<file path="config.mk">
export PLATFORM = sky130hd
export DESIGN_NAME = msrv32_dmem_ahb_master
export DESIGN_NICKNAME = d
export VERILOG_FILES = /design/src/rtl/msrv32_dmem_ahb_master.sv
export SDC_FILE = /design/constraint.sdc
export NUM_CORES = 1
export LEC_CHECK = 0
export BUFFER_PORTS_ARGS = -buffer_cell sky130_fd_sc_hd__buf_4
export CELL_PAD_IN_SITES_DETAIL_PLACEMENT = 0
export CELL_PAD_IN_SITES_GLOBAL_PLACEMENT = 2
export CORE_MARGIN = 2
export CORE_UTILIZATION = 29
export DETAILED_ROUTE_END_ITERATION = 7
export PLACE_DENSITY_LB_ADDON = 0.05
export RECOVER_POWER = 50
export SLEW_MARGIN = 10
export SYNTH_ARGS = -nofsm -noshare
export SYNTH_HDL_FRONTEND = slang
export SYNTH_SLANG_ARGS = --single-unit
</file>
<file path="constraint.sdc">
create_clock -name ms_riscv32_mp_clk_in -period 1.85 [get_ports ms_riscv32_mp_clk_in]
set_input_delay 0.185 -clock ms_riscv32_mp_clk_in [delete_from_list [all_inputs] [get_ports ms_riscv32_mp_clk_in]]
set_output_delay 0.185 -clock ms_riscv32_mp_clk_in [all_outputs]
set_load 0.02 [all_outputs]
</file>
<file path="src/rtl/msrv32_dmem_ahb_master.sv">
// Data-memory AHB-Lite master: turns the core's level load/store requests into
// single non-pipelined AHB transfers and reports completion, data and errors.
module msrv32_dmem_ahb_master (
    input  logic        ms_riscv32_mp_clk_in,
    input  logic        ms_riscv32_mp_rst_in,
    input  logic [31:0] dmaddr_in,
    input  logic [31:0] dmdata_in,
    input  logic [3:0]  dmwr_mask_in,
    input  logic        dmwr_req_in,
    input  logic        dmrd_req_in,
    input  logic [1:0]  rd_size_in,
    input  logic        hready_in,
    input  logic        hresp_in,
    input  logic [31:0] hrdata_in,
    output logic [31:0] haddr_out,
    output logic        hwrite_out,
    output logic [2:0]  hsize_out,
    output logic [1:0]  htrans_out,
    output logic [31:0] hwdata_out,
    output logic        ahb_ready_out,
    output logic        done_out,
    output logic [31:0] rdata_out,
    output logic        bus_err_out
);

    localparam int unsigned AW = 32;
    localparam int unsigned DW = 32;
    localparam int unsigned SW = 3;

    localparam logic [SW-1:0] HSIZE_BYTE = 3'b000;
    localparam logic [SW-1:0] HSIZE_HALF = 3'b001;
    localparam logic [SW-1:0] HSIZE_WORD = 3'b010;
    localparam logic [1:0]    HTRANS_IDLE   = 2'b00;
    localparam logic [1:0]    HTRANS_NONSEQ = 2'b10;

    typedef enum logic [1:0] {
        S_IDLE = 2'b00,
        S_ADDR = 2'b01,
        S_DATA = 2'b10,
        S_ERR  = 2'b11
    } state_t;

    state_t        state_q, state_d;
    logic [AW-1:0] haddr_q, haddr_d;
    logic          hwrite_q, hwrite_d;
    logic [SW-1:0] hsize_q, hsize_d;
    logic [1:0]    htrans_q, htrans_d;
    logic [DW-1:0] hwdata_q, hwdata_d;
    logic [DW-1:0] rdata_q, rdata_d;
    logic          done_q, done_d;
    logic          bus_err_q, bus_err_d;
    logic          ready_q, ready_d;
    logic          mask_err_q, mask_err_d;

    logic [SW-1:0] wr_hsize_c;
    logic          wr_mask_err_c;
    logic [SW-1:0] rd_hsize_c;
    logic [SW-1:0] req_hsize_c;
    logic [AW-1:0] req_addr_c;

    // Transfer size of the incoming request; unsupported write masks become a flagged word access
    always_comb begin
        wr_mask_err_c = 1'b0;
        case (dmwr_mask_in)
            4'b1111:                            wr_hsize_c = HSIZE_WORD;
            4'b0011, 4'b1100:                   wr_hsize_c = HSIZE_HALF;
            4'b0001, 4'b0010, 4'b0100, 4'b1000: wr_hsize_c = HSIZE_BYTE;
            default: begin
                wr_hsize_c    = HSIZE_WORD;
                wr_mask_err_c = 1'b1;
            end
        endcase
        rd_hsize_c  = (rd_size_in == 2'b11) ? HSIZE_WORD : {1'b0, rd_size_in};
        req_hsize_c = dmwr_req_in ? wr_hsize_c : rd_hsize_c;
        case (req_hsize_c)
            HSIZE_WORD: req_addr_c = {dmaddr_in[AW-1:2], 2'b00};
            HSIZE_HALF: req_addr_c = {dmaddr_in[AW-1:1], 1'b0};
            default:    req_addr_c = dmaddr_in;
        endcase
    end

    // Next-state and registered-output values
    always_comb begin
        state_d    = state_q;
        haddr_d    = haddr_q;
        hwrite_d   = hwrite_q;
        hsize_d    = hsize_q;
        hwdata_d   = hwdata_q;
        rdata_d    = rdata_q;
        mask_err_d = mask_err_q;
        done_d     = 1'b0;
        bus_err_d  = 1'b0;

        case (state_q)
            S_IDLE: begin
                // ready_q is low in the done cycle so a still-held request is not re-issued
                if (ready_q && (dmwr_req_in || dmrd_req_in)) begin
                    state_d    = S_ADDR;
                    haddr_d    = req_addr_c;
                    hsize_d    = req_hsize_c;
                    hwrite_d   = dmwr_req_in;
                    mask_err_d = dmwr_req_in && wr_mask_err_c;
                    if (dmwr_req_in) begin
                        hwdata_d = dmdata_in;
                    end
                end
            end
            S_ADDR: begin
                if (hready_in) begin
                    state_d = S_DATA;
                end
            end
            S_DATA: begin
                if (hready_in) begin
                    state_d   = S_IDLE;
                    done_d    = 1'b1;
                    bus_err_d = mask_err_q || hresp_in;
                    if (!hwrite_q && !hresp_in) begin
                        rdata_d = hrdata_in;
                    end
                end else if (hresp_in) begin
                    state_d = S_ERR;
                end
            end
            S_ERR: begin
                if (hready_in) begin
                    state_d   = S_IDLE;
                    done_d    = 1'b1;
                    bus_err_d = 1'b1;
                end
            end
            default: state_d = S_IDLE;
        endcase

        htrans_d = (state_d == S_ADDR) ? HTRANS_NONSEQ : HTRANS_IDLE;
        ready_d  = (state_d == S_IDLE) && !done_d;
    end

    // State and output registers
    always_ff @(posedge ms_riscv32_mp_clk_in or negedge ms_riscv32_mp_rst_in) begin
        if (!ms_riscv32_mp_rst_in) begin
            state_q    <= S_IDLE;
            haddr_q    <= '0;
            hwrite_q   <= 1'b0;
            hsize_q    <= HSIZE_WORD;
            htrans_q   <= HTRANS_IDLE;
            hwdata_q   <= '0;
            rdata_q    <= '0;
            done_q     <= 1'b0;
            bus_err_q  <= 1'b0;
            ready_q    <= 1'b0;
            mask_err_q <= 1'b0;
        end else begin
            state_q    <= state_d;
            haddr_q    <= haddr_d;
            hwrite_q   <= hwrite_d;
            hsize_q    <= hsize_d;
            htrans_q   <= htrans_d;
            hwdata_q   <= hwdata_d;
            rdata_q    <= rdata_d;
            done_q     <= done_d;
            bus_err_q  <= bus_err_d;
            ready_q    <= ready_d;
            mask_err_q <= mask_err_d;
        end
    end

    assign haddr_out     = haddr_q;
    assign hwrite_out    = hwrite_q;
    assign hsize_out     = hsize_q;
    assign htrans_out    = htrans_q;
    assign hwdata_out    = hwdata_q;
    assign rdata_out     = rdata_q;
    assign done_out      = done_q;
    assign bus_err_out   = bus_err_q;
    assign ahb_ready_out = ready_q;

endmodule

</file>
; ---- Word-level counts from Yosys, hierarchy flattened
; Cells that the tools add are included.
[classes]
eq_ne = 14
mux = 16
n_reduce_logical = 18
[ops]
columns = op, count
row1 = $mux 2, 7
row2 = $eq 4x4->1 const B, 3
row3 = $eq 4x2->1 const B, 2
row4 = $pmux 2 s2, 2
row5 = $pmux 2 s4, 1
row6 = $reduce_or 7->1, 1
row7 = $eq 2x2->1 const B, 3
row8 = $reduce_and 3->1, 2
row9 = $eq 2x1->1 const B, 2
row10 = $eq 4x1->1 const B, 1
row11 = $eq 4x3->1 const B, 1
row12 = $logic_and 1x1->1, 4
row13 = $logic_not 2->1, 2
row14 = $mux 1, 4
row15 = $reduce_or 2->1, 2
row16 = $reduce_or 4->1, 1
row17 = $eq 3x1->1 const B, 1
row18 = $eq 3x2->1 const B, 1
row19 = $logic_not 1->1, 3
row20 = $mux 3, 1
row21 = $logic_or 1x1->1, 2
row22 = $pmux 1 s2, 1
row23 = $reduce_and 2->1, 1
[word_totals]
regBits = 108
in_bits = 108
output_inout_bits = 105
word_cells = 59

; ---- Longest topological paths before layout
; Gate-level depths: netlist of the first run.
[logic_depth]
ltp_word = 6
mapped_depth = 6
mapped_depth_nobuf = 6

; ---- Worst setup path after synthesis of the first run
; No wires, ideal clock.
[synth_timing]
path_kind = register to register
startpoint = register state_q[0]
endpoint = register haddr_q[10] (netlist: haddr_out[10])
setup_time_ps = 125
arrival_time_ps = 1562
required_time_ps = 1725
setup_slack_ps = 163
stages_incl_launch_ff = 6
n_path_buf = 2
synth_period_minus_slack_ps = 1687
path_cell_list = dfrtp_1 -> buf_6 -> or3b_4 -> nor2_4 -> clkbuf_8 -> mux2_2
[synth_via]
elab_chain_cells = 2
[synth_lines]
columns = element, line
row1 = "start, declared", 43  ; state_t state_q, state_d;
row2 = "start signal, assigned", 154  ; state_q <= state_d;
row3 = $logic_not 2->1, 94  ; case (state_q)
row4 = $reduce_and 2->1 (no source line), --
row5 = "end signal, assigned", 155  ; haddr_q <= haddr_d;
row6 = "end, declared", 44  ; logic [AW-1:0] haddr_q, haddr_d;
; Every way passes these cells.
; A chain may end at the register's enable or synchronous reset.

; ---- Final worst setup path of the first run
[layout_timing]
startpoint = register state_q[1]
endpoint = register haddr_q[24] (netlist: haddr_out[24])
; The elaborated chain is that of the path after synthesis.

==> metrics, run 1 <==
CTS H-tree lvls=3; Layout Cells excl Fill=663; CTS root buf=clkbuf_16; Routed Antenna Nets=0; max incr delay on CP=0.48 ns; Lkg Pwr=2.82 nW; GR Overflow Total=0; Syn Inst Count=260; hold depth=2; RSZ-0062 raised after global routing=no; post-synth cell types=35; part of the power in registers=37.5%; clock share of power=17.0%; share of cells above drive strength 1=58.2%; Setup-failing EPs final=0; Slew headroom=44.3%; initial drt markers=83; row cnt=43; CTS clock-pin slew for the worst setup and hold paths=0.07 ns; post-synthesis sequential area ratio=63.7%; clk sinks=106; # nets final=587; global-route wire length before repair=15.1 mm; Die ar.=15,300 um2; Worst-Margin Slew=0.836 ns; initial antenna violation count=0; Avg WL per Cell=15.3 um; # IOs=213; Critical Path AT=1.97 ns; synthesis-to-layout area growth=45.4%; ant diodes=0; mapped cell area=4170 um2; CP max-delay cell=or3b_4; total CTS buffers=9; Fin. Hold Viols=0; Setup crit start kind=flip-flop; clk_skew=0.00362 ns; Placer Congestion=0.748; FF-to-FF path depth=4; status=completed; Die Height=124 um; effective utilization at floorplan=29.9%; maxcap violations=0; Sw Pwr=4.01 mW; Final Critical Period=1.74 ns; critical-path cell list=or3b_4 -> nor2_4 -> buf_4 -> mux2_2; fillers=1,363; largest net degree at the start of global routing=46; Detail Placement HPWL=7.51 mm; Die Wd=124 um; insertion delay to the later sink of the worst-skew pair=0.35 ns; synth warn=0; Switching Fraction=37.5%; vias in the first global route=2,910; critical path class=reg2reg; Power Density=1770 nW/um2; cell-internal power=6.68 mW; CTS Buffer Depth=2; total negative slack=0 ns; Critical Path Sink Type=flip-flop; Total GRT Usage=13.2%; Achievable Freq=576 MHz; Gate power share=45.5%; via/cell ratio=4.43; DR pass1 iterations=4; Buffers on Ports=210; fin util=43.4%; Seq cells post-synth=106; Post-route DRC=0; CTS tree=done; Peak supply drop=0.766 mV; hold crit path type=in2reg; WL final=10.1 mm; critical-path maximum fanout=11; dpl cells=646; commonest non-fill, non-tap cell in the layout=buf_4; fin. max-slew vios=0; Core ar.=13,900 um2; Vias=2,937; Period Utilization, post-route=93.9%; Critical Path RT=2.08 ns; Post-Syn Area per Cell=16.0 um2; Resize count post-CTS=0; commonest non-fill, non-tap cells in the layout=buf_4, dfrtp_1, mux2_2, clkbuf_1
routing by layer:
layer	wire length (um)	up-vias	global-route usage (%)
met1	3840	1447	14.5
met2	5060	120	21.9
met3	1070	13	6.00
li1	-	1357	-
met4	174	0	5.82
met5	0	-	0
flip-flops by register name, indices dropped and copies added, names as in the netlist:
signal / flops
haddr_out: 32
hwdata_out: 32
rdata_out: 32
hsize_out: 2
state_q: 2
ahb_ready_out: 1
bus_err_out: 1
done_out: 1
htrans_out: 1
hwrite_out: 1
mask_err_q: 1
final timing paths:
kind	startpoint	endpoint	slack (ns)
max	state_q[1]$_DFF_PN0_	haddr_out[24]$_DFFE_PN0P_	0.11
min	dmdata_in[13]	hwdata_out[13]$_DFFE_PN0P_	0.05
max reg2reg	state_q[1]$_DFF_PN0_	haddr_out[24]$_DFFE_PN0P_	0.11
min reg2reg	hwdata_out[9]$_DFFE_PN0P_	hwdata_out[9]$_DFFE_PN0P_	0.49
max in group asynchronous	ms_riscv32_mp_rst_in	hsize_out[1]$_DFFE_PN1P_	0.34
min in group asynchronous	ms_riscv32_mp_rst_in	hwdata_out[11]$_DFFE_PN0P_	0.47
what timing repair did:
action | in CTS | in global routing
hold buffers | 1 | 0
hold endpoints to repair | 30 | 0
setup buffers | 0 | 0
cell usage after synthesis, drive strengths merged:
cell       n  area share, %
o31a       2           0.42
nand3      1           0.12
mux2      94             25
or2        1           0.15
nand2      4           0.36
nor3b      1           0.18
ha         1           0.30
o22ai      1           0.15
a32o       1           0.24
or4        1           0.18
a31oi      1           0.15
nor4bb     2           0.48
or2b       1           0.18
a21o       2           0.36
a2bb2oi    1           0.21
dfstp      1           0.63
nor2       6            1.1
o31ai      1           0.18
o21ai      9            1.1
nor2b      1           0.15
clkbuf     3           0.99
buf        9            2.0
or3b       1           0.27
nor3       1           0.12
and2       1           0.15
inv        2           0.18
dfrtp    105             63
conb       1          0.090
a21oi      3           0.36
and3       1           0.15
nor4b      1           0.57
worst max-delay path, delay by kind of cell (launching register included):
kind,cells,cell delay (ns)
buffers and inverters,1,0.22
AND/OR/NAND/NOR,2,0.61
multiplexers,1,0.35
flip-flops,1,0.44
power groups by stage:
stage | combinational, mW | clock (mW) | sequential [mW]
after floorplan | 1.67 | 0 | 5.41
after detailed placement | 5.40 | 0 | 4.08
after CTS | 5.40 | 1.91 | 4.05
after global routing | 5.20 | 2.01 | 4.18
after global placement | 5.35 | 0 | 4.04
final | 4.86 | 1.82 | 4.02
layout make-up:
type	instances	area [um2]	share of cell area [%]
clock buffers	11	253	4.17
clock inverters	5	28.8	0.475
inverters	2	7.51	0.124
multi-input cells	141	1380	22.9
flip-flops and latches	106	2650	43.8
well taps	180	225	3.72
repair buffers	218	1500	24.8
cells by family (layout without fill, tap and decap cells):
family	Yosys count	after routing	share of synthesized area, %
other	1	2	0.0900
DFF	106	106	63.7
adders and majority gates	1	1	0.300
AOI/OAI and AO/OA	21	21	3.15
buffers and inverters	14	236	3.15
and+or+nand+nor	23	23	4.18
muxes	94	94	25.4
metrics by stage:
step | instance area [um2] | setup slack, ns | hold WS (ns) | power, mW
6_report | 6050 | 0.114 | 0.0533 | 10.7
5_1_grt | 6050 | 0.0329 | 0.0419 | 11.4
3_5_place_dp | 5960 | 0.102 | 0.170 | 9.48
3_3_place_gp | 5960 | 0.102 | 0.169 | 9.40
4_1_cts | 6250 | 0.103 | 0.0348 | 11.4
2_1_floorplan | 4170 | 0.163 | -0.111 | 7.08
(Power assumes the default switching activity.)
==> inputs of run 2 (changes only) <==
CORE_MARGIN = not set   (was 2)
==> run 2 against run 1 <==
Register-to-register slack about the same. Flip-flop and latch count unchanged. Clock skew up 0.0015 ns. Non-clock buffer count up 1. Worst setup slack better by 0.0098 ns. Critical path depth unchanged. Clock-buffer cell count up 2. Sequential power about the same. Final area up 0.37%. Combinational power up 0.8%. Largest power group unchanged.
==> metrics, run 2 (synthesis gave the netlist of run 1 again) <==
status=completed; cell area after layout=6080 um2 (+0.37%); hold crit path type=in2reg; commonest non-fill, non-tap cell in the layout=buf_4; critical-path cell list=or3b_4 -> nor2_4 -> buf_12 -> mux2_2; Power Density=1780 nW/um2 (+0.82%); initial drt markers=89 (+7.2%); Buffers on Ports=210 (unchanged); origin of the critical flop-to-flop path=state_q[1]$_DFF_PN0_; fin. max-slew vios=0 (unchanged); Setup crit start kind=flip-flop; Setup Slack @ Placement=0.0863 ns (-0.0156 ns); # Post-CTS Setup Buffers=0 (unchanged); critical path class=reg2reg; Core ar.=13,900 um2 (unchanged); clk_skew=0.00512 ns (+0.00150 ns); largest net degree at the start of global routing=45 (-2.2%); max incr delay on CP=0.47 ns (about the same); CTS clock-pin slew for the worst setup and hold paths=0.07 ns (about the same); RR Endpoint=haddr_out[22]$_DFFE_PN0P_; maxcap violations=0 (unchanged); CTS Buffer Depth=2 (unchanged); vias in the first global route=3,047 (+4.7%); hold_sp=dmdata_in[13]; # IOs=213 (unchanged); Critical Path Sink Type=flip-flop; Die Wd=122 um (-1.6%); global-route wire length before repair=15.4 mm (+2.6%); Avg WL per Cell=15.1 um (-1.6%); total negative slack=0 ns (unchanged); Lkg Pwr=2.81 nW (-0.22%); insertion delay to the later sink of the worst-skew pair=0.34 ns (about the same); total CTS buffers=9 (unchanged); hold depth=2 (unchanged); Setup-failing EPs final=0 (unchanged); Detail Placement HPWL=7.40 mm (-1.5%); Critical Path RT=2.07 ns (about the same); CTS root buf=clkbuf_16; WL final=9.98 mm (-1.6%); commonest non-fill, non-tap cells in the layout=buf_4, dfrtp_1, mux2_2, clkbuf_1; fillers=1,363 (unchanged); via/cell ratio=4.37 (-1.3%); Critical Path AT=1.95 ns (-0.02 ns); row cnt=43 (unchanged); critical-path maximum fanout=16 (+5); Worst Hold End=hwdata_out[13]$_DFFE_PN0P_; Resize count post-CTS=0 (unchanged); Layout Cells excl Fill=663 (unchanged); Peak supply drop=0.612 mV (-20%); # nets final=588 (+0.17%); Routed Antenna Nets=0 (unchanged); CTS tree=done; Post-DP Area=5980 um2 (+0.34%); Slew headroom=47.2% (+2.9 points); share of cells above drive strength 1=57.3% (-0.83 points); ant diodes=0 (unchanged); Post-route DRC=0 (unchanged); Period Utilization, post-route=93.3% (-0.53 points); Achievable Freq=579 MHz (+0.57%); FF-to-FF path depth=4 (unchanged); Worst Setup Slack, final=0.123 ns (+0.00983 ns); CP max-delay cell=or3b_4; Total GRT Usage=13.8% (+0.57 points); fin util=43.6% (+0.16 points); Vias=2,900 (-1.3%); Final Critical Period=1.73 ns (-0.00983 ns); synthesis-to-layout area growth=45.9%; Die Height=122 um (-1.6%); Reg2Reg Setup Slack=0.12 ns (about the same); Fin. Hold Viols=0 (unchanged); RSZ-0062 raised after global routing=no; dpl cells=647 (+0.15%); Worst-Margin Slew=0.792 ns (-0.0441 ns); clk sinks=106 (unchanged); Die ar.=14,800 um2 (-3.2%); Reg area=2650 um2 (unchanged); initial antenna violation count=0 (unchanged); CTS H-tree lvls=3 (unchanged); worst hold slack=0.0606 ns (+0.00733 ns); Design Power=10.8 mW (+1.2%); GR Overflow Total=0 (unchanged); DR pass1 iterations=4 (unchanged); effective utilization at floorplan=29.9% (unchanged); multi-input logic area=1380 um2 (unchanged); Placer Congestion=0.712 (-4.8%)
## run 2: changes by cell type in the layout (fill, tap and decap cells not counted)
cell | before | now
buf_12 | 4 | 5
buf_4 | 162 | 161
bufinv_16 | 0 | 1
clkbuf_1 | 49 | 53
clkbuf_8 | 2 | 1
clkinv_2 | 4 | 0
clkinv_4 | 1 | 0
clkinvlp_4 | 0 | 1
## run 2: layout make-up
class                      instances  share of cell area [%]
timing repair buffer             219                    25.0
multi-input combinational        141                    22.8
clock inverter                     2                   0.618
clock buffer                      13                    4.12
tap                              180                    3.71
sequential                       106                    43.7
inverter                           2                   0.124
## run 2: worst max-delay path, delay by kind of cell, from the launching register on
kind                   cells  cell delay, ns
multiplexers               1            0.34
flip-flops                 1            0.41
buffers and inverters      1            0.18
AND/OR/NAND/NOR            2            0.67
## run 2: timing repair
item,4_1_cts,5_1_grt
setup endpoints to repair,0,0
hold buffers,1,0
hold endpoints to repair,27,0
## run 2: where the power goes
group	leakage [nW]	switching, mW	internal (mW)
sequential	1.28	0.557	3.46
clock	0.136	0.824	1.08
combinational	1.40	2.62	2.28
total	2.81	4.00	6.82
## run 2: routing by layer
metal	wire, um	vias up	global-route usage (%)
met4	127	0	5.56
met3	894	9	4.40
met2	4970	112	23.2
li1	-	1354	-
met1	3990	1425	16.1
met5	0	-	0
## run 2: how the worst max path moves through the flow
stage	start	endpoint	slack (ns)	depth (start not counted)
finish	state_q[1]$_DFF_PN0_	haddr_out[22]$_DFFE_PN0P_	0.12	4
global route	ms_riscv32_mp_rst_in	done_out$_DFF_PN0_	0.06	3
CTS	state_q[1]$_DFF_PN0_	haddr_out[22]$_DFFE_PN0P_	0.11	4
detailed placement	dmwr_mask_in[1]	haddr_out[1]$_DFFE_PN0P_	0.09	7
global placement	dmwr_mask_in[1]	haddr_out[1]$_DFFE_PN0P_	0.09	7
floorplan	state_q[0]$_DFF_PN0_	haddr_out[10]$_DFFE_PN0P_	0.16	5
==> inputs of run 3 (changes only) <==
ABC_AREA = 1   (was not set)
CORE_UTILIZATION = 26   (was 29)
==> run 3 against run 2 <==
Fmax is 8.7% higher. Critical path type unchanged. Area after synthesis rose by 3.2%. Highest routed layer unchanged. Non-clock buffer count fell by 2. Largest power group unchanged. Flip-flop and latch count did not move.
==> metrics, run 3 <==
global-route wire length before repair=17.6 mm (+14%); ant diodes=0 (unchanged); clk sinks=106 (unchanged); M2 GR Usage=22.6% (-0.57 points); maxcap violations=0 (unchanged); RSZ-0062 raised after global routing=no; Power Density=1700 nW/um2 (-4.8%); largest net degree at the start of global routing=44 (-2.2%); Worst-Margin Slew=0.849 ns (+0.0572 ns); Total GRT Usage=13.8% (+0.088 points); Fin. Hold Viols=0 (unchanged); hold crit path type=in2reg; initial antenna violation count=0 (unchanged); RR Endpoint=rdata_out[4]$_DFFE_PN0P_; commonest non-fill, non-tap cells in the layout=nand2_1, buf_4, dfrtp_1, clkbuf_1, mux2_4; total CTS buffers=9 (unchanged); Async SR Flop Fraction=100% (unchanged); share of cells above drive strength 1=35.1% (-22 points); CTS tree=done; Seq cells post-synth=106 (unchanged); origin of the critical flop-to-flop path=state_q[1]$_DFF_PN0_; Post-Syn Area per Cell=10.5 um2 (-35%); FF-to-FF path depth=5 (+1); Core ar.=16,000 um2 (+15%); commonest cells in the netlist=nand2_1, dfrtp_1, mux2_4; # nets final=730 (+24%); met3 Use GR=6.23% (+1.8 points); Critical Path RT=2.08 ns (about the same); critical path class=reg2reg; effective utilization at floorplan=26.9% (-3.0 points); Final Critical Period=1.59 ns (-0.138 ns); Simple-Gate Fraction of Synth Area=20.2% (+16 points); # Post-CTS Setup Buffers=0 (unchanged); Reg2Reg Setup Slack=0.26 ns (+0.14 ns); fin. max-slew vios=0 (unchanged); Slew headroom=43.4% (-3.8 points); total negative slack=0 ns (unchanged); critical-path maximum fanout=32 (+16); commonest non-fill, non-tap cell in the layout=nand2_1; Avg WL per Cell=14.3 um (-5.2%); Critical Path Sink Type=flip-flop; share of the synthesized area in the top cell type=61.2% (-1.9 points); CTS H-tree lvls=3 (unchanged); initial drt markers=151 (+70%); via/cell ratio=4.03 (-7.9%); Post-DP Area=6120 um2 (+2.2%); Vias=3,392 (+17%); XOR/XNOR Fraction of Synth Area=0% (unchanged); multiplexer share of the synthesized area=11.0% (-14 points); Die Wd=131 um (+7.1%); largest family of logic cells by synthesized area=simple AND/OR/NAND/NOR gates; Routed Antenna Nets=0 (unchanged); start point of the critical path=state_q[1]$_DFF_PN0_; hold_sp=dmaddr_in[28]; Setup-failing EPs final=0 (unchanged); fin util=38.8% (-4.8 points); row cnt=46 (+7.0%); CTS clock-pin slew for the worst setup and hold paths=0.07 ns (about the same); Syn Inst Count=410 (+58%); CTS root buf=clkbuf_16; GR Overflow Total=0 (unchanged); DR pass1 iterations=4 (unchanged); Critical Path AT=1.82 ns (-0.13 ns); synth warn=0 (unchanged); vias in the first global route=3,278 (+7.6%); Placer Congestion=0.715 (+0.46%); status=completed; Peak supply drop=0.664 mV (+8.5%); area leader, netlist=dfrtp_1; complex-gate fraction of the synthesized area=1.92% (-1.2 points); Post-route DRC=0 (unchanged); fillers=1,673 (+23%); # IOs=213 (unchanged); Lkg Pwr=3.37 nW (+20%); Detail Placement HPWL=8.40 mm (+13%); synthesis-to-layout area growth=44.6%; Period Utilization, post-route=85.9% (-7.5 points); EDFF count, synth=0 (unchanged); most frequent cell after synthesis=nand2_1; adder-cell share of the synthesized area=0.291% (-0.0092 points); Synth Flop Type=dfrtp_1; Die Height=131 um (+7.1%); Achievable Freq=630 MHz (+8.7%); WL final=12.0 mm (+20%); mapped cell area=4300 um2 (+3.2%); clk_skew=0.00806 ns (+0.00294 ns); hold depth=3 (+1); Buffers on Ports=210 (unchanged); met1 GRT Util=16.5% (+0.38 points); cell area after layout=6210 um2 (+2.2%); Die ar.=17,000 um2 (+15%); post-synthesis sequential area ratio=61.8% (-1.9 points); synth top area cells=dfrtp_1, nand2_1, mux2_4; gr busiest metal=met2; Worst Hold End=haddr_out[28]$_DFFE_PN0P_; insertion delay to the later sink of the worst-skew pair=0.35 ns (about the same); CTS Buffer Depth=2 (unchanged); Setup crit start kind=flip-flop; post-synth cell types=24 (-31%)
## run 3: cells by family (layout without fill, tap and decap cells)
logic type	Yosys count	in the layout
adder cells (fa/ha/maj)	1	1
other	1	2
flip-flops	106	106
buffers and inverters	33	248
AND/OR/NAND/NOR	223	223
AO/OA/AOI/OAI	14	14
multiplexers	32	32
## run 3: layout make-up
cell class                      instances  area, um2  area share [%]
Clock buffer                           12        256            4.13
Clock inverter                          4       26.3           0.423
Inverter                               15       57.6           0.927
Multi-Input combinational cell        272       1450            23.3
Sequential cell                       106       2650            42.7
Tap cell                              216        270            4.35
Timing Repair Buffer                  217       1500            24.1
## run 3: per-stage QoR
step                      total power [mW]  hold WS, ns  instances  setup slack, ns
final                                 10.5       0.0274        842            0.262
after global routing                  11.3       0.0164        842            0.124
after CTS                             11.2      0.00841        842            0.229
after detailed placement              9.23        0.168        825            0.159
after global placement                9.19        0.168        825            0.217
after floorplan                       6.84       -0.111        411            0.574
## run 3: how the worst max path moves through the flow
stage,endpoint,depth (start not counted)
after floorplan,rdata_out[10]$_DFFE_PN0P_,4
after global placement,hwrite_out$_DFFE_PN0P_,5
after detailed placement,hwrite_out$_DFFE_PN0P_,5
after CTS,hwrite_out$_DFFE_PN0P_,5
after global routing,hwdata_out[13]$_DFFE_PN0P_,6
final,rdata_out[4]$_DFFE_PN0P_,5
## run 3: where the power goes
group | switching [mW] | internal [mW]
Clock | 0.866 | 0.987
Sequential | 0.568 | 3.40
Combinational | 2.79 | 1.92
## run 3: repair_timing
item,in CTS,in global routing
endpoints found under the hold margin,30,0
hold buffers,1,0
gates resized for setup,0,0
## run 3: critical path: stages (launching register included)
cell and delay [ns]:
dfrtp_1 0.40, nand2_1 0.11, clkinvlp_2 0.24, nand3_4 0.13
buf_12 0.25, mux2_4 0.33
## run 3: routing by layer
metal | wire [um] | vias to the layer above
met3 | 1110 | 5
met1 | 5070 | 1577
met2 | 5730 | 122
met5 | 0 | -
li1 | - | 1688
met4 | 102 | 0
